==> src/rtl/hamming_pkg.sv <==
// ============================================================================
//  Module      : hamming_pkg
//  Description : Shared types, codeword bit positions and the SECDED syndrome
//                helper for the UART Hamming decoder.
//  Revision    : 1.0
// ============================================================================
`default_nettype none

package hamming_pkg;

    typedef enum logic [2:0] {
        ST_IDLE    = 3'd0,
        ST_DECODE  = 3'd1,
        ST_SEND    = 3'd2,
        ST_WAIT_HI = 3'd3,
        ST_WAIT_LO = 3'd4
    } state_t;

    // Hamming positions (1-based); codeword bit index is position - 1
    localparam int c_pos_p1 = 1;
    localparam int c_pos_p2 = 2;
    localparam int c_pos_p4 = 4;
    localparam int c_pos_d0 = 3;
    localparam int c_pos_d1 = 5;
    localparam int c_pos_d2 = 6;
    localparam int c_pos_d3 = 7;

    // Returns {syndrome[2:0], overall_parity}
    function automatic logic [3:0] hamming_syndrome(input logic [7:0] code);
        logic [2:0] s;
        s = 3'd0;
        for (int i = 0; i < 7; i++) begin
            if (code[i]) s = s ^ 3'(i + 1);
        end
        return {s, ^code};
    endfunction

endpackage

`default_nettype wire

==> src/rtl/hamming_uart_decoder_if.sv <==
// ============================================================================
//  Module      : hamming_uart_decoder_if
//  Description : Receiver/transmitter-side signal bundle of the decoder.
//  Revision    : 1.0
// ============================================================================
`default_nettype none

interface hamming_uart_decoder_if #(
    parameter int FIFO_DEPTH = 4
);
    logic [7:0]                    rx_data;
    logic                          rx_data_ready;
    logic                          tx_busy;
    logic [7:0]                    tx_data;
    logic                          tx_start;
    logic                          err_single;
    logic                          err_double;
    logic [2:0]                    err_loc;
    logic                          overflow;
    logic [$clog2(FIFO_DEPTH):0]   fifo_level;

    modport master (
        output rx_data, rx_data_ready, tx_busy,
        input  tx_data, tx_start, err_single, err_double, err_loc, overflow, fifo_level
    );

    modport slave (
        input  rx_data, rx_data_ready, tx_busy,
        output tx_data, tx_start, err_single, err_double, err_loc, overflow, fifo_level
    );
endinterface

`default_nettype wire

==> src/rtl/hamming_uart_decoder_sync_fifo.sv <==
// ============================================================================
//  Module      : sync_fifo
//  Description : Single-clock first-word-fall-through FIFO, power-of-two depth.
//  Revision    : 1.0
// ============================================================================
`default_nettype none

module sync_fifo #(
    parameter int WIDTH = 8,
    parameter int DEPTH = 4
) (
    input  wire logic                     clk,
    input  wire logic                     rst_n,
    input  wire logic                     wr_en,
    input  wire logic [WIDTH-1:0]         wr_data,
    input  wire logic                     rd_en,
    output logic      [WIDTH-1:0]         rd_data,
    output logic                          full,
    output logic                          empty,
    output logic      [$clog2(DEPTH):0]   level
);
    localparam int c_aw = $clog2(DEPTH);

    logic [WIDTH-1:0] r_mem [DEPTH];
    logic [c_aw-1:0]  r_wr_ptr;
    logic [c_aw-1:0]  r_rd_ptr;
    logic [c_aw:0]    r_level;
    logic             w_push;
    logic             w_pop;

    // Fullness uses the pre-pop level, so a write while full is always refused
    assign full    = (r_level == (c_aw+1)'(DEPTH));
    assign empty   = (r_level == '0);
    assign w_push  = wr_en && !full;
    assign w_pop   = rd_en && !empty;
    assign rd_data = r_mem[r_rd_ptr];
    assign level   = r_level;

    always_ff @(posedge clk or negedge rst_n) begin
        if (!rst_n) begin
            r_wr_ptr <= '0;
            r_rd_ptr <= '0;
            r_level  <= '0;
        end else begin
            if (w_push) r_wr_ptr <= r_wr_ptr + c_aw'(1);
            if (w_pop)  r_rd_ptr <= r_rd_ptr + c_aw'(1);
            case ({w_push, w_pop})
                2'b10:   r_level <= r_level + (c_aw+1)'(1);
                2'b01:   r_level <= r_level - (c_aw+1)'(1);
                default: r_level <= r_level;
            endcase
        end
    end

    always_ff @(posedge clk) begin
        if (w_push) r_mem[r_wr_ptr] <= wr_data;
    end

endmodule

`default_nettype wire

==> src/rtl/hamming_uart_decoder.sv <==
// ============================================================================
//  Module      : hamming_uart_decoder
//  Description : Buffers received SECDED (7,4)+parity codewords, corrects or
//                flags them and hands the nibble to the UART transmitter.
//  Revision    : 1.0
// ============================================================================
`default_nettype none

module hamming_uart_decoder
    import hamming_pkg::*;
#(
    parameter int         FIFO_DEPTH = 4,
    parameter bit         ASCII_HEX  = 1'b1,
    parameter logic [7:0] ERR_BYTE   = 8'hFF
) (
    input wire logic               clk,
    input wire logic               rst_n,
    hamming_uart_decoder_if.slave  bus
);
    localparam int c_lw = $clog2(FIFO_DEPTH) + 1;

    state_t          r_state;
    state_t          w_state_nxt;
    logic            w_pop;
    logic            w_tx_start;
    logic            w_full;
    logic            w_empty;
    logic [7:0]      w_head;
    logic [c_lw-1:0] w_level;

    logic [7:0]      r_code;
    logic [7:0]      r_tx_data;
    logic            r_err_single;
    logic            r_err_double;
    logic [2:0]      r_err_loc;
    logic            r_overflow;

    logic [3:0]      w_synd;
    logic [2:0]      w_s;
    logic            w_p;
    logic            w_uncorr;
    logic [7:0]      w_fixed;
    logic [3:0]      w_nibble;
    logic [7:0]      w_byte;

    sync_fifo #(
        .WIDTH (8),
        .DEPTH (FIFO_DEPTH)
    ) u_fifo (
        .clk     (clk),
        .rst_n   (rst_n),
        .wr_en   (bus.rx_data_ready),
        .wr_data (bus.rx_data),
        .rd_en   (w_pop),
        .rd_data (w_head),
        .full    (w_full),
        .empty   (w_empty),
        .level   (w_level)
    );

    always_comb begin
        w_synd   = hamming_syndrome(r_code);
        w_s      = w_synd[3:1];
        w_p      = w_synd[0];
        w_uncorr = (w_s != 3'd0) && !w_p;
        w_fixed  = r_code;
        if ((w_s != 3'd0) && w_p) w_fixed[w_s - 3'd1] = ~r_code[w_s - 3'd1];
        w_nibble = {w_fixed[c_pos_d3-1], w_fixed[c_pos_d2-1],
                    w_fixed[c_pos_d1-1], w_fixed[c_pos_d0-1]};
        if (w_uncorr)
            w_byte = ERR_BYTE;
        else if (ASCII_HEX)
            w_byte = (w_nibble < 4'd10) ? 8'h30 + {4'h0, w_nibble}
                                        : 8'h37 + {4'h0, w_nibble};
        else
            w_byte = {4'h0, w_nibble};
    end

    always_comb begin
        w_state_nxt = r_state;
        w_pop       = 1'b0;
        w_tx_start  = 1'b0;
        case (r_state)
            ST_IDLE: begin
                if (!w_empty) begin
                    w_pop       = 1'b1;
                    w_state_nxt = ST_DECODE;
                end
            end
            ST_DECODE:  w_state_nxt = ST_SEND;
            ST_SEND: begin
                if (!bus.tx_busy) begin
                    w_tx_start  = 1'b1;
                    w_state_nxt = ST_WAIT_HI;
                end
            end
            ST_WAIT_HI: if (bus.tx_busy)  w_state_nxt = ST_WAIT_LO;
            ST_WAIT_LO: if (!bus.tx_busy) w_state_nxt = ST_IDLE;
            default:    w_state_nxt = ST_IDLE;
        endcase
    end

    always_ff @(posedge clk or negedge rst_n) begin
        if (!rst_n) begin
            r_state      <= ST_IDLE;
            r_code       <= 8'h00;
            r_tx_data    <= 8'h00;
            r_err_single <= 1'b0;
            r_err_double <= 1'b0;
            r_err_loc    <= 3'd0;
            r_overflow   <= 1'b0;
        end else begin
            r_state      <= w_state_nxt;
            r_err_single <= 1'b0;
            r_err_double <= 1'b0;
            if (w_pop) r_code <= w_head;
            if (r_state == ST_DECODE) begin
                r_tx_data <= w_byte;
                if (w_uncorr) begin
                    r_err_double <= 1'b1;
                end else if (w_p) begin
                    // s==0 with odd parity means only bit 7 flipped: location 0
                    r_err_single <= 1'b1;
                    r_err_loc    <= w_s;
                end
            end
            if (bus.rx_data_ready && w_full) r_overflow <= 1'b1;
        end
    end

    assign bus.tx_data    = r_tx_data;
    assign bus.tx_start   = w_tx_start;
    assign bus.err_single = r_err_single;
    assign bus.err_double = r_err_double;
    assign bus.err_loc    = r_err_loc;
    assign bus.overflow   = r_overflow;
    assign bus.fifo_level = w_level;

endmodule

`default_nettype wire

==> src/flat_wrapper.sv <==
// flat-port wrapper written by rule: the top's interface ports become plain ports
module hamming_uart_decoder_flat import hamming_pkg::*;
#(
    parameter int         FIFO_DEPTH = 4,
    parameter bit         ASCII_HEX  = 1'b1,
    parameter logic [7:0] ERR_BYTE   = 8'hFF
)
  (clk, rst_n, bus_rx_data, bus_rx_data_ready, bus_tx_busy, bus_tx_data, bus_tx_start, bus_err_single, bus_err_double, bus_err_loc, bus_overflow, bus_fifo_level);
  hamming_uart_decoder_if #(.FIFO_DEPTH(FIFO_DEPTH)) bus_i ();
  input wire logic clk;
  input wire logic rst_n;
  input wire logic [$bits(bus_i.rx_data)-1:0] bus_rx_data;
  input wire logic [$bits(bus_i.rx_data_ready)-1:0] bus_rx_data_ready;
  input wire logic [$bits(bus_i.tx_busy)-1:0] bus_tx_busy;
  output wire logic [$bits(bus_i.tx_data)-1:0] bus_tx_data;
  output wire logic [$bits(bus_i.tx_start)-1:0] bus_tx_start;
  output wire logic [$bits(bus_i.err_single)-1:0] bus_err_single;
  output wire logic [$bits(bus_i.err_double)-1:0] bus_err_double;
  output wire logic [$bits(bus_i.err_loc)-1:0] bus_err_loc;
  output wire logic [$bits(bus_i.overflow)-1:0] bus_overflow;
  output wire logic [$bits(bus_i.fifo_level)-1:0] bus_fifo_level;
  assign bus_i.rx_data = bus_rx_data;
  assign bus_i.rx_data_ready = bus_rx_data_ready;
  assign bus_i.tx_busy = bus_tx_busy;
  assign bus_tx_data = bus_i.tx_data;
  assign bus_tx_start = bus_i.tx_start;
  assign bus_err_single = bus_i.err_single;
  assign bus_err_double = bus_i.err_double;
  assign bus_err_loc = bus_i.err_loc;
  assign bus_overflow = bus_i.overflow;
  assign bus_fifo_level = bus_i.fifo_level;
  hamming_uart_decoder #(.FIFO_DEPTH(FIFO_DEPTH), .ASCII_HEX(ASCII_HEX), .ERR_BYTE(ERR_BYTE)) u_core (.clk(clk), .rst_n(rst_n), .bus(bus_i));
endmodule
==> config.mk <==
export PLATFORM = sky130hd
export DESIGN_NAME = hamming_uart_decoder_flat
export DESIGN_NICKNAME = d
export VERILOG_FILES = /design/src/rtl/hamming_pkg.sv /design/src/rtl/hamming_uart_decoder_if.sv /design/src/rtl/hamming_uart_decoder_sync_fifo.sv /design/src/rtl/hamming_uart_decoder.sv /design/src/flat_wrapper.sv
export SDC_FILE = /design/constraint.sdc
export NUM_CORES = 1
export LEC_CHECK = 0
export ABC_AREA = 1
export CAP_MARGIN = 20
export CORE_AREA = 2 2 82 84
export DETAILED_ROUTE_END_ITERATION = 12
export DIE_AREA = 0 0 84 86
export PLACE_DENSITY = 0.74
export SLEW_MARGIN = 30
export SYNTH_ARGS = -nofsm -noshare
export SYNTH_HDL_FRONTEND = slang
export SYNTH_SLANG_ARGS = --single-unit
==> constraint.sdc <==
create_clock -name clk -period 2.93 [get_ports clk]
set_clock_uncertainty 0.2 [all_clocks]
set_input_delay 0.4395 -clock clk [delete_from_list [all_inputs] [get_ports clk]]
set_output_delay 0.4395 -clock clk [all_outputs]
set_load 0.1 [all_outputs]
==> results.json, run 1 <==
{
  "status": "complete, no violations",
  "ys_ff_latch": 64,
  "synthMuxAreaShare_pct": 0,
  "vias_per_cell": 5.20,
  "clock_sinks": 64,
  "syn_area_per_cell_sq_um": 9.77,
  "drt-pass1-iter-count": 4,
  "areaGrowthSynthToFinish_pct": 20.8,
  "maxCapViolCount": 0,
  "finalSetupViolations": 0,
  "seq_area_frac_synth_pct": 56.0,
  "dp_slack_ps": 55.9,
  "dieArea_sq_um": 7220,
  "synth_fa_ha_area_share_pct": 3.42,
  "cts.reportedPaths.clkPinSlew_ps": 70,
  "fin_util_pct": 60.6,
  "grt_antenna_before_repair": 0,
  "final_area_sq_um": 3800,
  "slowest_stage": "dfrtp_2",
  "clockBufferDepth": 2,
  "grt_max_degree": 33,
  "start_util_pct": 50.1,
  "grt_usage_pct": 18.3,
  "regArea_sq_um": 1770,
  "finalHoldViolations": 0,
  "postRouteAntennaNets": 0,
  "path_cells": "inv_2 -> nand2_1 -> nand3_2 -> nand2_1 -> nand2_1 -> nand2_2 -> nor2_4 -> ha_4 -> inv_2 -> nand2_1 -> inv_1 -> nand2_1 -> o21ai_2 -> nand2_1 -> nand2_2 -> ha_2 -> inv_1 -> a21oi_1 -> nand3_1 -> a21oi_1",
  "place.detailed.hpwl_mm": 4.14,
  "crit_start": "u_core.r_code[2]",
  "wl_per_cell_um": 13.4,
  "path_max_fanout": 5,
  "drv_slew": 0,
  "grt.overflow.total": 0,
  "synth_cell_types": 40,
  "max_freq_mhz": 369,
  "crit_type": "reg2reg",
  "htree_num_levels": 3,
  "portBuffers": 29,
  "synth-simple-area-share_pct": 19.8,
  "ios": 30,
  "drc_errors": 0,
  "cp.required_ps": 2990,
  "nFillCells": 548,
  "period_needed_ps": 2710,
  "wirelength_mm": 6.02,
  "min_path_cells": 1,
  "start_kind": "flop",
  "first_iter_violations": 106,
  "netlist_instances": 322,
  "vias": 2333,
  "grt_pass1_vias": 2339,
  "crit_path_max_incr_delay_ps": 440,
  "rows": 29,
  "max_slew_margin_pct": 59.6,
  "antennaDiodeCount": 0,
  "synth_compound_area_share_pct": 9.26,
  "setup_slack_ps": 220,
  "cts-buffers-inserted": 9,
  "synth_nets": 342,
  "fin_nets": 387,
  "critPathArrivalTime_ps": 2770,
  "layout-drive-gt1-share_pct": 22.8,
  "ff2ff_path_depth": 20,
  "crit-reg2reg-launch": "u_core.r_code[2]",
  "critPathMostFrequentCell": "nand2_1",
  "tns_ps": 0,
  "yosysWarnings": 0,
  "clk_latency_ps": 340,
  "synth_top_family_by_area": "simple AND/OR/NAND/NOR gates",
  "cts_tree": "yes",
  "r2r_setup_slack_ps": 220,
  "post-route-period-util_pct": 92.5,
  "synth_ff_type": "edfxtp_1",
  "hp-class": "reg2reg",
  "reg2reg_to": "u_core.bus.tx_data[2]",
  "synth_xor_area_share_pct": 5.25,
  "root_buffer": "clkbuf_8",
  "grt_pass1_wl_mm": 10.4,
  "synth_edf_count": 32,
  "placed_area_sq_um": 3540,
  "final_common_cell": "nand2_1",
  "crit_path_end_kind": "flop",
  "syn_area_sq_um": 3150,
  "layout_common_cells": "nand2_1, nor2_1, inv_1",
  "gp_congestion": 0.834,
  "synthArstFlopShare_pct": 50.0,
  "die_h_um": 86,
  "multi_input_area_sq_um": 1240,
  "tightestPinTransition_ps": 602,
  "coreArea_sq_um": 6280,
  "fp.dieW_um": 84,
  "cp-endpoint": "u_core.bus.tx_data[2]"
}
## through the flow
step                      cells  hold WS (ps)
after detailed placement    429           270
after global routing        449           312
after floorplan             322         -56.1
final                       449           280
after CTS                   445           285
after global placement      429           253
## layout make-up
cell class,count,share of cell area [%]
sequential,64,46.5
timing repair buffer,42,9.35
clock inverter,5,1.55
multi-input combinational,209,32.5
inverter,41,4.05
clock buffer,11,3.46
tap,77,2.53
## worst min-delay path by stage
stage / start / endpoint / slack [ps]
2_1_floorplan: rst_n / u_core.bus.err_double / -60
4_1_cts: u_core.bus.overflow / u_core.bus.overflow / 280
3_3_place_gp: u_core.bus.overflow / u_core.bus.overflow / 250
3_5_place_dp: u_core.bus.overflow / u_core.bus.overflow / 270
5_1_grt: u_core.bus.overflow / u_core.bus.overflow / 310
6_report: u_core.bus.overflow / u_core.bus.overflow / 280
## cell families (layout without fill, tap and decap cells)
kind of cell	count (synthesis)	in the layout
simple gates	138	138
flops	64	64
buf+inv	49	99
compound gates	48	48
xor+xnor	15	15
fa+ha+maj	8	8
## critical path: cells and delay by family (launching register included)
kind | cells | cell delay, ps
DFF | 1 | 440
adders and majority gates | 2 | 410
and+or+nand+nor | 11 | 940
AOI/OAI and AO/OA | 3 | 360
buffers and inverters | 4 | 270
## cell usage after synthesis, types with 2 or more instances
| master | count | area [sq um] |
|---|---|---|
| ha_1 | 7 | 87.6 |
| inv_1 | 37 | 139 |
| o32ai_1 | 7 | 61.3 |
| dfrtp_1 | 32 | 801 |
| clkbuf_1 | 6 | 22.5 |
| o21ai_0 | 23 | 115 |
| nor3_1 | 4 | 20.0 |
| nand2_1 | 48 | 180 |
| o21ai_1 | 3 | 15.0 |
| buf_6 | 2 | 22.5 |
| o31ai_1 | 2 | 15.0 |
| or2_2 | 5 | 31.3 |
| inv_2 | 3 | 11.3 |
| xnor2_1 | 6 | 52.6 |
| nor2_1 | 46 | 173 |
| nor2_2 | 2 | 12.5 |
| nand3_1 | 18 | 90.1 |
| xor2_1 | 6 | 52.6 |
| nand2_2 | 5 | 31.3 |
| nand4_1 | 3 | 18.8 |
| xor2_2 | 2 | 32.5 |
| a21oi_1 | 6 | 30.0 |
| edfxtp_1 | 32 | 961 |
## timing repair
item,4_1_cts,5_1_grt
hold endpoints to repair,0,0
gates resized for setup,0,12
hold buffers,0,0
buffers inserted,0,4
setup endpoints to repair,0,6
## flip-flops by register name (all words and copies together), names as in the netlist
register                cells
u_core.bus.err_double       1
u_core.bus.err_loc          3
u_core.u_fifo.r_wr_ptr      2
u_core.r_code               8
u_core.u_fifo.level         3
u_core.u_fifo.r_mem        32
u_core.bus.tx_data          8
u_core.u_fifo.r_rd_ptr      2
u_core.r_state              3
u_core.bus.overflow         1
u_core.bus.err_single       1
## per-layer routing
layer / track usage, % / part of all wire, % / up-vias
met3: 4.52 / 4.0 / 11
li1: - / - / 1161
met1: 21.2 / 44 / 1111
met4: 8.50 / 1.9 / 0
met2: 31.9 / 50 / 50
met5: 0 / 0 / -
Power of run 1 is left out: the tool's default activity adds up to more than one toggle a clock period on the data nets, which glitch-free logic cannot reach.
==> run 2: changes to the inputs <==
--- a/config.mk
+++ b/config.mk
@@ -6,7 +6,6 @@
 export NUM_CORES = 1
 export LEC_CHECK = 0
 export ABC_AREA = 1
-export CAP_MARGIN = 20
 export CORE_AREA = 2 2 82 84
 export DETAILED_ROUTE_END_ITERATION = 12
 export DIE_AREA = 0 0 84 86
==> results of run 2 <==
Same layout as run 1: the final DEF is identical, and so are final timing and power.
Power of run 2 is left out for the same reason.
